[src/rtl/fft_pkg.sv]
// rtl/fft_pkg.sv - shared sizes, FSM states and butterfly address helper for the FFT scheduler
package fft_pkg;

  localparam int N_LOG2 = 4;
  localparam int N      = 1 << N_LOG2;
  localparam int ADDR_W = N_LOG2;
  localparam int TW_W   = N_LOG2 - 1;
  localparam int STG_W  = (N_LOG2 > 1) ? $clog2(N_LOG2) : 1;
  localparam int K_W    = N_LOG2 - 1;

  typedef enum logic [1:0] {
    ST_IDLE,
    ST_RUN,
    ST_DRAIN,
    ST_FIN
  } state_e;

  typedef struct packed {
    logic [ADDR_W-1:0] addr1;
    logic [ADDR_W-1:0] addr2;
    logic [TW_W-1:0]   tw;
  } bfly_t;

  // In-place DIT pairing: legs are 'half' apart, groups of 2*half, twiddle scaled up to N/2 steps.
  function automatic bfly_t bfly_addr(input logic [STG_W-1:0] stage, input logic [K_W-1:0] k);
    logic [ADDR_W-1:0] kk;
    logic [ADDR_W-1:0] half;
    logic [ADDR_W-1:0] pos;
    logic [ADDR_W-1:0] grp;
    bfly_t             r;
    kk      = ADDR_W'(k);
    half    = ADDR_W'(1) << stage;
    pos     = kk & (half - 1'b1);
    grp     = kk >> stage;
    r.addr1 = (grp << (int'(stage) + 1)) + pos;
    r.addr2 = r.addr1 + half;
    r.tw    = TW_W'(pos << (N_LOG2 - 1 - int'(stage)));
    return r;
  endfunction

endpackage

[src/rtl/fft_mem_sched_if.sv]
// rtl/fft_mem_sched_if.sv - control, read-issue and write-back signals of the FFT memory scheduler
interface fft_mem_sched_if;
  import fft_pkg::*;

  logic              start;
  logic              busy;
  logic              done;
  logic [STG_W-1:0]  stage;
  logic              rd_valid;
  logic [ADDR_W-1:0] rd_addr_1;
  logic [ADDR_W-1:0] rd_addr_2;
  logic [TW_W-1:0]   tw_idx;
  logic              wr_en_1;
  logic              wr_en_2;
  logic [ADDR_W-1:0] wr_addr_1;
  logic [ADDR_W-1:0] wr_addr_2;

  modport master (
    input  start,
    output busy, done, stage, rd_valid, rd_addr_1, rd_addr_2, tw_idx,
    output wr_en_1, wr_en_2, wr_addr_1, wr_addr_2
  );

  modport slave (
    output start,
    input  busy, done, stage, rd_valid, rd_addr_1, rd_addr_2, tw_idx,
    input  wr_en_1, wr_en_2, wr_addr_1, wr_addr_2
  );

endinterface

[src/rtl/fft_mem_sched_wb_delay.sv]
// rtl/fft_mem_sched_wb_delay.sv - fixed-depth valid+address shift line replaying reads as write-backs
module fft_wb_delay #(
  parameter int DEPTH  = 2,
  parameter int ADDR_W = 4
) (
  input  logic              clk,
  input  logic              rst_n,
  input  logic              in_valid,
  input  logic [ADDR_W-1:0] in_addr_1,
  input  logic [ADDR_W-1:0] in_addr_2,
  output logic              out_valid,
  output logic [ADDR_W-1:0] out_addr_1,
  output logic [ADDR_W-1:0] out_addr_2
);

  localparam int W = 1 + 2 * ADDR_W;

  logic [DEPTH-1:0][W-1:0] line_q;
  logic [DEPTH-1:0][W-1:0] line_d;

  always_comb begin
    line_d    = '0;
    line_d[0] = {in_valid, in_addr_1, in_addr_2};
    for (int i = 1; i < DEPTH; i++) begin
      line_d[i] = line_q[i-1];
    end
  end

  // Clearing every slot on reset is what drops in-flight write-backs of an aborted transform.
  always_ff @(posedge clk) begin
    if (!rst_n) begin
      line_q <= '0;
    end else begin
      line_q <= line_d;
    end
  end

  assign {out_valid, out_addr_1, out_addr_2} = line_q[DEPTH-1];

endmodule

[src/rtl/fft_mem_sched.sv]
// rtl/fft_mem_sched.sv - in-place radix-2 DIT butterfly address scheduler with write-back replay
module fft_mem_sched
  import fft_pkg::*;
#(
  parameter int BFLY_LAT = 2
) (
  input  logic            clk,
  input  logic            rst_n,
  fft_mem_sched_if.master bus
);

  localparam int CNT_W = (BFLY_LAT > 1) ? $clog2(BFLY_LAT) : 1;

  state_e            state_q, state_d;
  logic [STG_W-1:0]  stage_q, stage_d;
  logic [K_W-1:0]    k_q, k_d;
  logic [CNT_W-1:0]  cnt_q, cnt_d;
  logic              busy_q, busy_d;
  logic              done_q, done_d;
  logic              rd_valid_q, rd_valid_d;
  logic [ADDR_W-1:0] rd_addr_1_q, rd_addr_1_d;
  logic [ADDR_W-1:0] rd_addr_2_q, rd_addr_2_d;
  logic [TW_W-1:0]   tw_idx_q, tw_idx_d;
  bfly_t             bfly;

  always_comb begin
    state_d = state_q;
    stage_d = stage_q;
    k_d     = k_q;
    cnt_d   = cnt_q;
    case (state_q)
      ST_IDLE: begin
        if (bus.start) begin
          state_d = ST_RUN;
          stage_d = '0;
          k_d     = '0;
        end
      end
      ST_RUN: begin
        if (k_q == K_W'(N / 2 - 1)) begin
          state_d = ST_DRAIN;
          cnt_d   = '0;
        end else begin
          k_d = k_q + 1'b1;
        end
      end
      // The drain gap equals the write-back latency, so the next stage reads committed data.
      ST_DRAIN: begin
        if (cnt_q == CNT_W'(BFLY_LAT - 1)) begin
          if (stage_q == STG_W'(N_LOG2 - 1)) begin
            state_d = ST_FIN;
          end else begin
            state_d = ST_RUN;
            stage_d = stage_q + 1'b1;
            k_d     = '0;
          end
        end else begin
          cnt_d = cnt_q + 1'b1;
        end
      end
      ST_FIN:  state_d = ST_IDLE;
      default: state_d = ST_IDLE;
    endcase

    // Outputs are computed from the next state so that they come straight out of flops.
    bfly        = bfly_addr(stage_d, k_d);
    rd_valid_d  = (state_d == ST_RUN);
    rd_addr_1_d = rd_valid_d ? bfly.addr1 : '0;
    rd_addr_2_d = rd_valid_d ? bfly.addr2 : '0;
    tw_idx_d    = rd_valid_d ? bfly.tw : '0;
    busy_d      = (state_d != ST_IDLE);
    done_d      = (state_d == ST_FIN);
  end

  always_ff @(posedge clk) begin
    if (!rst_n) begin
      state_q     <= ST_IDLE;
      stage_q     <= '0;
      k_q         <= '0;
      cnt_q       <= '0;
      busy_q      <= 1'b0;
      done_q      <= 1'b0;
      rd_valid_q  <= 1'b0;
      rd_addr_1_q <= '0;
      rd_addr_2_q <= '0;
      tw_idx_q    <= '0;
    end else begin
      state_q     <= state_d;
      stage_q     <= stage_d;
      k_q         <= k_d;
      cnt_q       <= cnt_d;
      busy_q      <= busy_d;
      done_q      <= done_d;
      rd_valid_q  <= rd_valid_d;
      rd_addr_1_q <= rd_addr_1_d;
      rd_addr_2_q <= rd_addr_2_d;
      tw_idx_q    <= tw_idx_d;
    end
  end

  logic              wb_valid;
  logic [ADDR_W-1:0] wb_addr_1;
  logic [ADDR_W-1:0] wb_addr_2;

  fft_wb_delay #(
    .DEPTH (BFLY_LAT),
    .ADDR_W(ADDR_W)
  ) u_wb_delay (
    .clk       (clk),
    .rst_n     (rst_n),
    .in_valid  (rd_valid_q),
    .in_addr_1 (rd_addr_1_q),
    .in_addr_2 (rd_addr_2_q),
    .out_valid (wb_valid),
    .out_addr_1(wb_addr_1),
    .out_addr_2(wb_addr_2)
  );

  assign bus.busy      = busy_q;
  assign bus.done      = done_q;
  assign bus.stage     = stage_q;
  assign bus.rd_valid  = rd_valid_q;
  assign bus.rd_addr_1 = rd_addr_1_q;
  assign bus.rd_addr_2 = rd_addr_2_q;
  assign bus.tw_idx    = tw_idx_q;
  assign bus.wr_en_1   = wb_valid;
  assign bus.wr_en_2   = wb_valid;
  assign bus.wr_addr_1 = wb_addr_1;
  assign bus.wr_addr_2 = wb_addr_2;

endmodule
[src/flat_wrapper.sv]
// flat-port wrapper written by rule: the top's interface ports become plain ports
module fft_mem_sched_flat import fft_pkg::*;
#(
  parameter int BFLY_LAT = 2
)
  (clk, rst_n, bus_start, bus_busy, bus_done, bus_stage, bus_rd_valid, bus_rd_addr_1, bus_rd_addr_2, bus_tw_idx, bus_wr_en_1, bus_wr_en_2, bus_wr_addr_1, bus_wr_addr_2);
  fft_mem_sched_if bus_i ();
  input  logic clk;
  input  logic rst_n;
  input wire logic [$bits(bus_i.start)-1:0] bus_start;
  output wire logic [$bits(bus_i.busy)-1:0] bus_busy;
  output wire logic [$bits(bus_i.done)-1:0] bus_done;
  output wire logic [$bits(bus_i.stage)-1:0] bus_stage;
  output wire logic [$bits(bus_i.rd_valid)-1:0] bus_rd_valid;
  output wire logic [$bits(bus_i.rd_addr_1)-1:0] bus_rd_addr_1;
  output wire logic [$bits(bus_i.rd_addr_2)-1:0] bus_rd_addr_2;
  output wire logic [$bits(bus_i.tw_idx)-1:0] bus_tw_idx;
  output wire logic [$bits(bus_i.wr_en_1)-1:0] bus_wr_en_1;
  output wire logic [$bits(bus_i.wr_en_2)-1:0] bus_wr_en_2;
  output wire logic [$bits(bus_i.wr_addr_1)-1:0] bus_wr_addr_1;
  output wire logic [$bits(bus_i.wr_addr_2)-1:0] bus_wr_addr_2;
  assign bus_i.start = bus_start;
  assign bus_busy = bus_i.busy;
  assign bus_done = bus_i.done;
  assign bus_stage = bus_i.stage;
  assign bus_rd_valid = bus_i.rd_valid;
  assign bus_rd_addr_1 = bus_i.rd_addr_1;
  assign bus_rd_addr_2 = bus_i.rd_addr_2;
  assign bus_tw_idx = bus_i.tw_idx;
  assign bus_wr_en_1 = bus_i.wr_en_1;
  assign bus_wr_en_2 = bus_i.wr_en_2;
  assign bus_wr_addr_1 = bus_i.wr_addr_1;
  assign bus_wr_addr_2 = bus_i.wr_addr_2;
  fft_mem_sched #(.BFLY_LAT(BFLY_LAT)) u_core (.clk(clk), .rst_n(rst_n), .bus(bus_i));
endmodule
[config.mk]
export PLATFORM = sky130hd
export DESIGN_NAME = fft_mem_sched_flat
export DESIGN_NICKNAME = d
export VERILOG_FILES = /design/src/rtl/fft_pkg.sv /design/src/rtl/fft_mem_sched_if.sv /design/src/rtl/fft_mem_sched_wb_delay.sv /design/src/rtl/fft_mem_sched.sv /design/src/flat_wrapper.sv
export SDC_FILE = /design/constraint.sdc
export NUM_CORES = 1
export LEC_CHECK = 0
export CORE_ASPECT_RATIO = 1.25
export CORE_MARGIN = 3
export CORE_UTILIZATION = 40
export CTS_CLUSTER_SIZE = 12
export DETAILED_ROUTE_END_ITERATION = 16
export PLACE_DENSITY_LB_ADDON = 0.3
export SYNTH_ARGS = -nofsm -noshare
export SYNTH_HDL_FRONTEND = slang
export SYNTH_SLANG_ARGS = --single-unit
export TNS_END_PERCENT = 100
[constraint.sdc]
create_clock -name clk -period 4.2 [get_ports clk]
set_clock_uncertainty 0.05 [all_clocks]
set_input_delay 0.63 -clock clk [delete_from_list [all_inputs] [get_ports clk]]
set_output_delay 0.63 -clock clk [all_outputs]
set_load 0.03 [all_outputs]
; Word-level counts from Yosys, hierarchy flattened
; Cells that the tools add are included.
[op_classes]
n_shift = 4
n_eq_ne = 8
n_reduce_logical = 5
bitwise = 1
add_sub_neg = 8
mux = 17
[ops]
columns = operator, count
row1 = $shl A4 B32 Y3, 1
row2 = $shl A4 B32 Y4, 1
row3 = $mux W2, 7
row4 = $mux W3, 4
row5 = $pmux W3 S3, 1
row6 = $add A4 B4 Y4, 2
row7 = $eq A2 B2 Y1 const B, 4
row8 = $pmux W2 S4, 1
row9 = $and A3 B4 Y4, 1
row10 = $eq A2 B1 Y1 const B, 2
row11 = $pmux W2 S2, 1
row12 = $reduce_and A2 Y1, 2
row13 = $reduce_bool A2 Y1, 2
row14 = $shl A1 B2 Y4 const A, 1
row15 = $shr A3 B2 Y4, 1
row16 = $sub A4 B1 Y4 const B, 1
row17 = $add A2 B1 Y3 const B, 1
row18 = $add A3 B1 Y3 const B, 1
row19 = $eq A3 B3 Y1 const B, 1
row20 = $sub A2 B2 Y3 const A, 1
row21 = $add A2 B1 Y2 const B, 1
row22 = $logic_not A2 Y1, 1
row23 = $mux W1, 2
row24 = $ne A2 B1 Y1 const B, 1
row25 = 2 further kinds, 2
[word_totals]
word_cells = 55
register_bits = 40
out_inout_bits = 26
input_bits = 3

; Logic depth before layout (Yosys ltp)
[depth]
depth_word = 9
depth_mapped = 15
ltp_nobuf = 14

; Hierarchy
; Synthesis repeated with hierarchy kept, for this count alone.
[unflattened]
cells_unflattened = 191
hier_area_um2 = 1941.9
[by_module_without_submodules]
columns = mod, area_per_inst_um2, seq_area_each_um2, cells_per_inst, instances
row1 = fft_mem_sched, 1440.1, 440.4, 154, 1
row2 = fft_wb_delay, 501.7, 360.3, 37, 1

; Worst setup path after synthesis
; No wires, ideal clock.
[synth_path]
kind = input-to-reg
from = in bus_start
to = reg u_core.rd_addr_2_q[3], in the netlist u_core.bus.rd_addr_2[3]
setup_time_ns = 0.071
path_slack_ns = 0.670
t_required_ns = 4.079
t_arrival_ns = 3.409
path_buffers = 0
stages = 13
path_cell_list = nand2b_2 > a21oi_1 > nor3_4 > ha_1 > nor4_1 > ha_1 > fa_1 > ha_1 > a21o_1 > a21oi_1 > xor2_1 > nand3_1 > a21oi_1
[synth_rtl]
columns = element, line
row1 = "start, declared", flat_wrapper.sv:10  ; input wire logic [$bits(bus_i.start)-1:0] bus_start;
row2 = "end signal, assigned", fft_mem_sched.sv:96  ; rd_addr_2_q <= rd_addr_2_d;
row3 = "end, declared", fft_mem_sched.sv:22  ; logic [ADDR_W-1:0] rd_addr_2_q, rd_addr_2_d;

==> results_dict.tcl <==
set metrics [dict create \
    outcome "finished clean" \
    synth_cell_types 49 \
    multi_input_area_um2 993 \
    initial_core_util_pct 42.7 \
    avgViaCountPerCell 4.83 \
    cts_made_buffers 5 \
    synth-seq-cells 40 \
    clk_latency_ns 0.30 \
    finalCritPeriodShare_pct 92.0 \
    die_area_um2 5700 \
    post-route-drc-count 0 \
    core_area_um2 4530 \
    crit_buf_inv 3 \
    required_ns 4.38 \
    slowest_stage "clkdlybuf4s50_1" \
    drive_above_1_share_pct 15.0 \
    syn_nets 215 \
    wl_per_cell_um 12.1 \
    cts_tree "built" \
    slew_viol_final 0 \
    utilization_pct 52.1 \
    ys_warn_count 0 \
    max_stage_delay_ns 0.49 \
    clkSlewWorstSetupHoldPaths_ns 0.08 \
    finalSetupViolCount 0 \
    avgSynthCellArea_um2 9.76 \
    power_leakage_nw 0.943 \
    dp.cells 277 \
    cp_common_cell "a21oi_1" \
    die_h_um 83.7 \
    synthCells 198 \
    pin_count 29 \
    period_minus_slack_ns 3.86 \
    vias 1377 \
    cts_htree_levels 2 \
    synth_ff_type "dfxtp_1" \
    n_fill_cell 435 \
    syn_to_final_growth_pct 22.2 \
    ctsHoldBuffers 0 \
    rsz0062_at_grt "no" \
    min_path_type "flop to flop" \
    row_count 27 \
    peakVddDrop_v 0.000191 \
    crit_fanout 8 \
    clk_path_buf_depth 2 \
    path_depth 15 \
    hpwl_um 2540 \
    async_reset_ff_share_pct 0 \
    hold_violations 0 \
    grt_pass1_wl_um 5990 \
    max_freq_mhz 259 \
    reg2reg_depth 14 \
    syn-cell-area_um2 1930 \
    powerDensity_nw_per_um2 330 \
    cts_resized 0 \
    max-cap-violations 0 \
    dieWidth_um 68.2 \
    seq_area_um2 801 \
    worst_hold_slack_ns 0.384 \
    cp-start-kind "primary input" \
    globalplace.congestion 0.875 \
    p_total_mw 0.779 \
    ys_seq_area_share_pct 41.5 \
    cts_sinks 40 \
    synth-edff-count 0 \
    ant_nets 0 \
    critPathCaptureType "flop" \
    root_buffer "clkbuf_8" \
    tightest_slew_ns 0.726 \
    critical_path_class "primary input to flop" \
    tns_ns 0 \
    final_nets 243 \
    dr.pass1.iters 4 \
    crit_chain "clkdlybuf4s50_1, nand2b_2, a21oi_1, nor3_4, ha_1, buf_4, inv_1, and4_1, fa_1, ha_1, a21o_1, a21oi_1, xor2_1, nand3_1, a21oi_1" \
    antenna_found_initial 0 \
    whs_path_depth 1 \
    grtUsageTotal_pct 13.8 \
    stdcell_count 285 \
    routed_wl_um 3440 \
    slew_headroom_pct 51.4 \
    critPathArrivalTime_ns 4.04 \
    drtIter0Drc 76 \
    io_buffers 28 \
    grt_overflow 0 \
    antenna_cells 0 \
    grt_pass1_vias 1310 \
    cp_top_family "adder cells" \
    grt_start_max_net_pins 28 \
    post-cts-setup-buffer-count 0 \
]
-- sequential cells by signal (all words and copies together) (netlist names), 2 cells and up --
| name | cells |
|---|---|
| u_core.u_wb_delay.out_addr_1 | 4 |
| u_core.bus.tw_idx | 3 |
| u_core.k_q | 3 |
| u_core.bus.rd_addr_1 | 4 |
| u_core.bus.stage | 2 |
| u_core.u_wb_delay.out_addr_2 | 4 |
| u_core.bus.rd_addr_2 | 4 |
| u_core.u_wb_delay.line_d | 9 |
| u_core.state_q | 2 |
-- final cells by class --
type / count / share of cell area, %
timing repair buffer: 36 / 14.4
sequential: 40 / 33.9
clock buffer: 5 / 2.92
multi-input combinational: 133 / 42.1
tap: 58 / 3.08
inverter: 10 / 1.59
clock inverter: 3 / 1.96
-- power breakdown --
| group | total (mW) | switching, mW | leakage (nW) | internal, mW |
|---|---|---|---|---|
| sequential | 0.394 | 0.00637 | 0.324 | 0.388 |
| combinational | 0.0638 | 0.0347 | 0.564 | 0.0291 |
| clock | 0.322 | 0.143 | 0.0548 | 0.179 |
| total | 0.779 | 0.184 | 0.943 | 0.596 |
-- per-layer routing --
layer  up-vias  global-route usage, %  part of all wire [%]
met2        27                   22.3                    49
li1        710                      -                     -
met3         4                   3.91                   3.9
met1       636                   16.8                    45
met4         0                   5.42                   1.6
met5         -                      0                     0
-- layout by cell type, fill, tap and decap left out, drive strengths merged, types with 4 or more instances in the layout --
| cell type | Yosys | layout |
|---|---|---|
| ha | 12 | 12 |
| xor2 | 4 | 4 |
| o21a | 4 | 4 |
| a21oi | 13 | 13 |
| and2 | 21 | 21 |
| clkbuf | 2 | 5 |
| nor2 | 10 | 10 |
| inv | 10 | 11 |
| buf | 13 | 8 |
| nand2 | 11 | 11 |
| nor2b | 8 | 8 |
| nor3 | 7 | 7 |
| dfxtp | 40 | 40 |
| clkdlybuf4s50 | 0 | 28 |
| and3 | 4 | 4 |
-- cells by family (layout without fill, tap and decap cells) --
family	Yosys count	in the layout	share of synthesized area, %
AOI/OAI and AO/OA	33	33	13.7
adders and majority gates	14	14	9.84
DFF	40	40	41.5
and+or+nand+nor	79	79	24.2
xor gates and xnor gates	5	5	2.27
buffers and inverters	25	54	7.45
muxes	2	2	1.10
-- synth_stat cells (all sizes together) (2+ instances only) --
cell type	n	area share, %
a311oi	2	1.2
and2b	2	0.84
inv	10	1.9
nand3	3	0.78
or2	3	0.97
and2	21	6.8
a21o	3	1.2
dfxtp	40	41
nor3	7	2.9
nand2	11	2.1
ha	12	7.8
fa	2	2.1
o21a	4	1.6
buf	13	5.1
and3	4	1.3
nand3b	2	0.78
nor2b	8	2.6
nor3b	2	0.78
xor2	4	1.8
nor2	10	1.9
a21oi	13	3.6
clkbuf	2	0.39
o21ai	3	0.78
-- metrics by stage --
step	setup WS (ns)	instance area [um^2]
after floorplan	0.670	1930
after global placement	0.0225	2240
after detailed placement	-0.0185	2240
after CTS	0.310	2350
after global routing	0.0147	2360
final	0.337	2360
-- worst paths after layout --
| path | from | endpoint | slack [ns] |
|---|---|---|---|
| worst max-delay path | bus_start | u_core.bus.rd_addr_2[3] | 0.34 |
| worst min-delay path | u_core.u_wb_delay.line_d[17] | u_core.u_wb_delay.out_valid | 0.38 |
| worst max register to register | u_core.state_q[0] | u_core.bus.rd_addr_2[3] | 0.49 |
| worst min register to register | u_core.u_wb_delay.line_d[17] | u_core.u_wb_delay.out_valid | 0.38 |
Note: power is estimated with default switching activity, not from simulation.
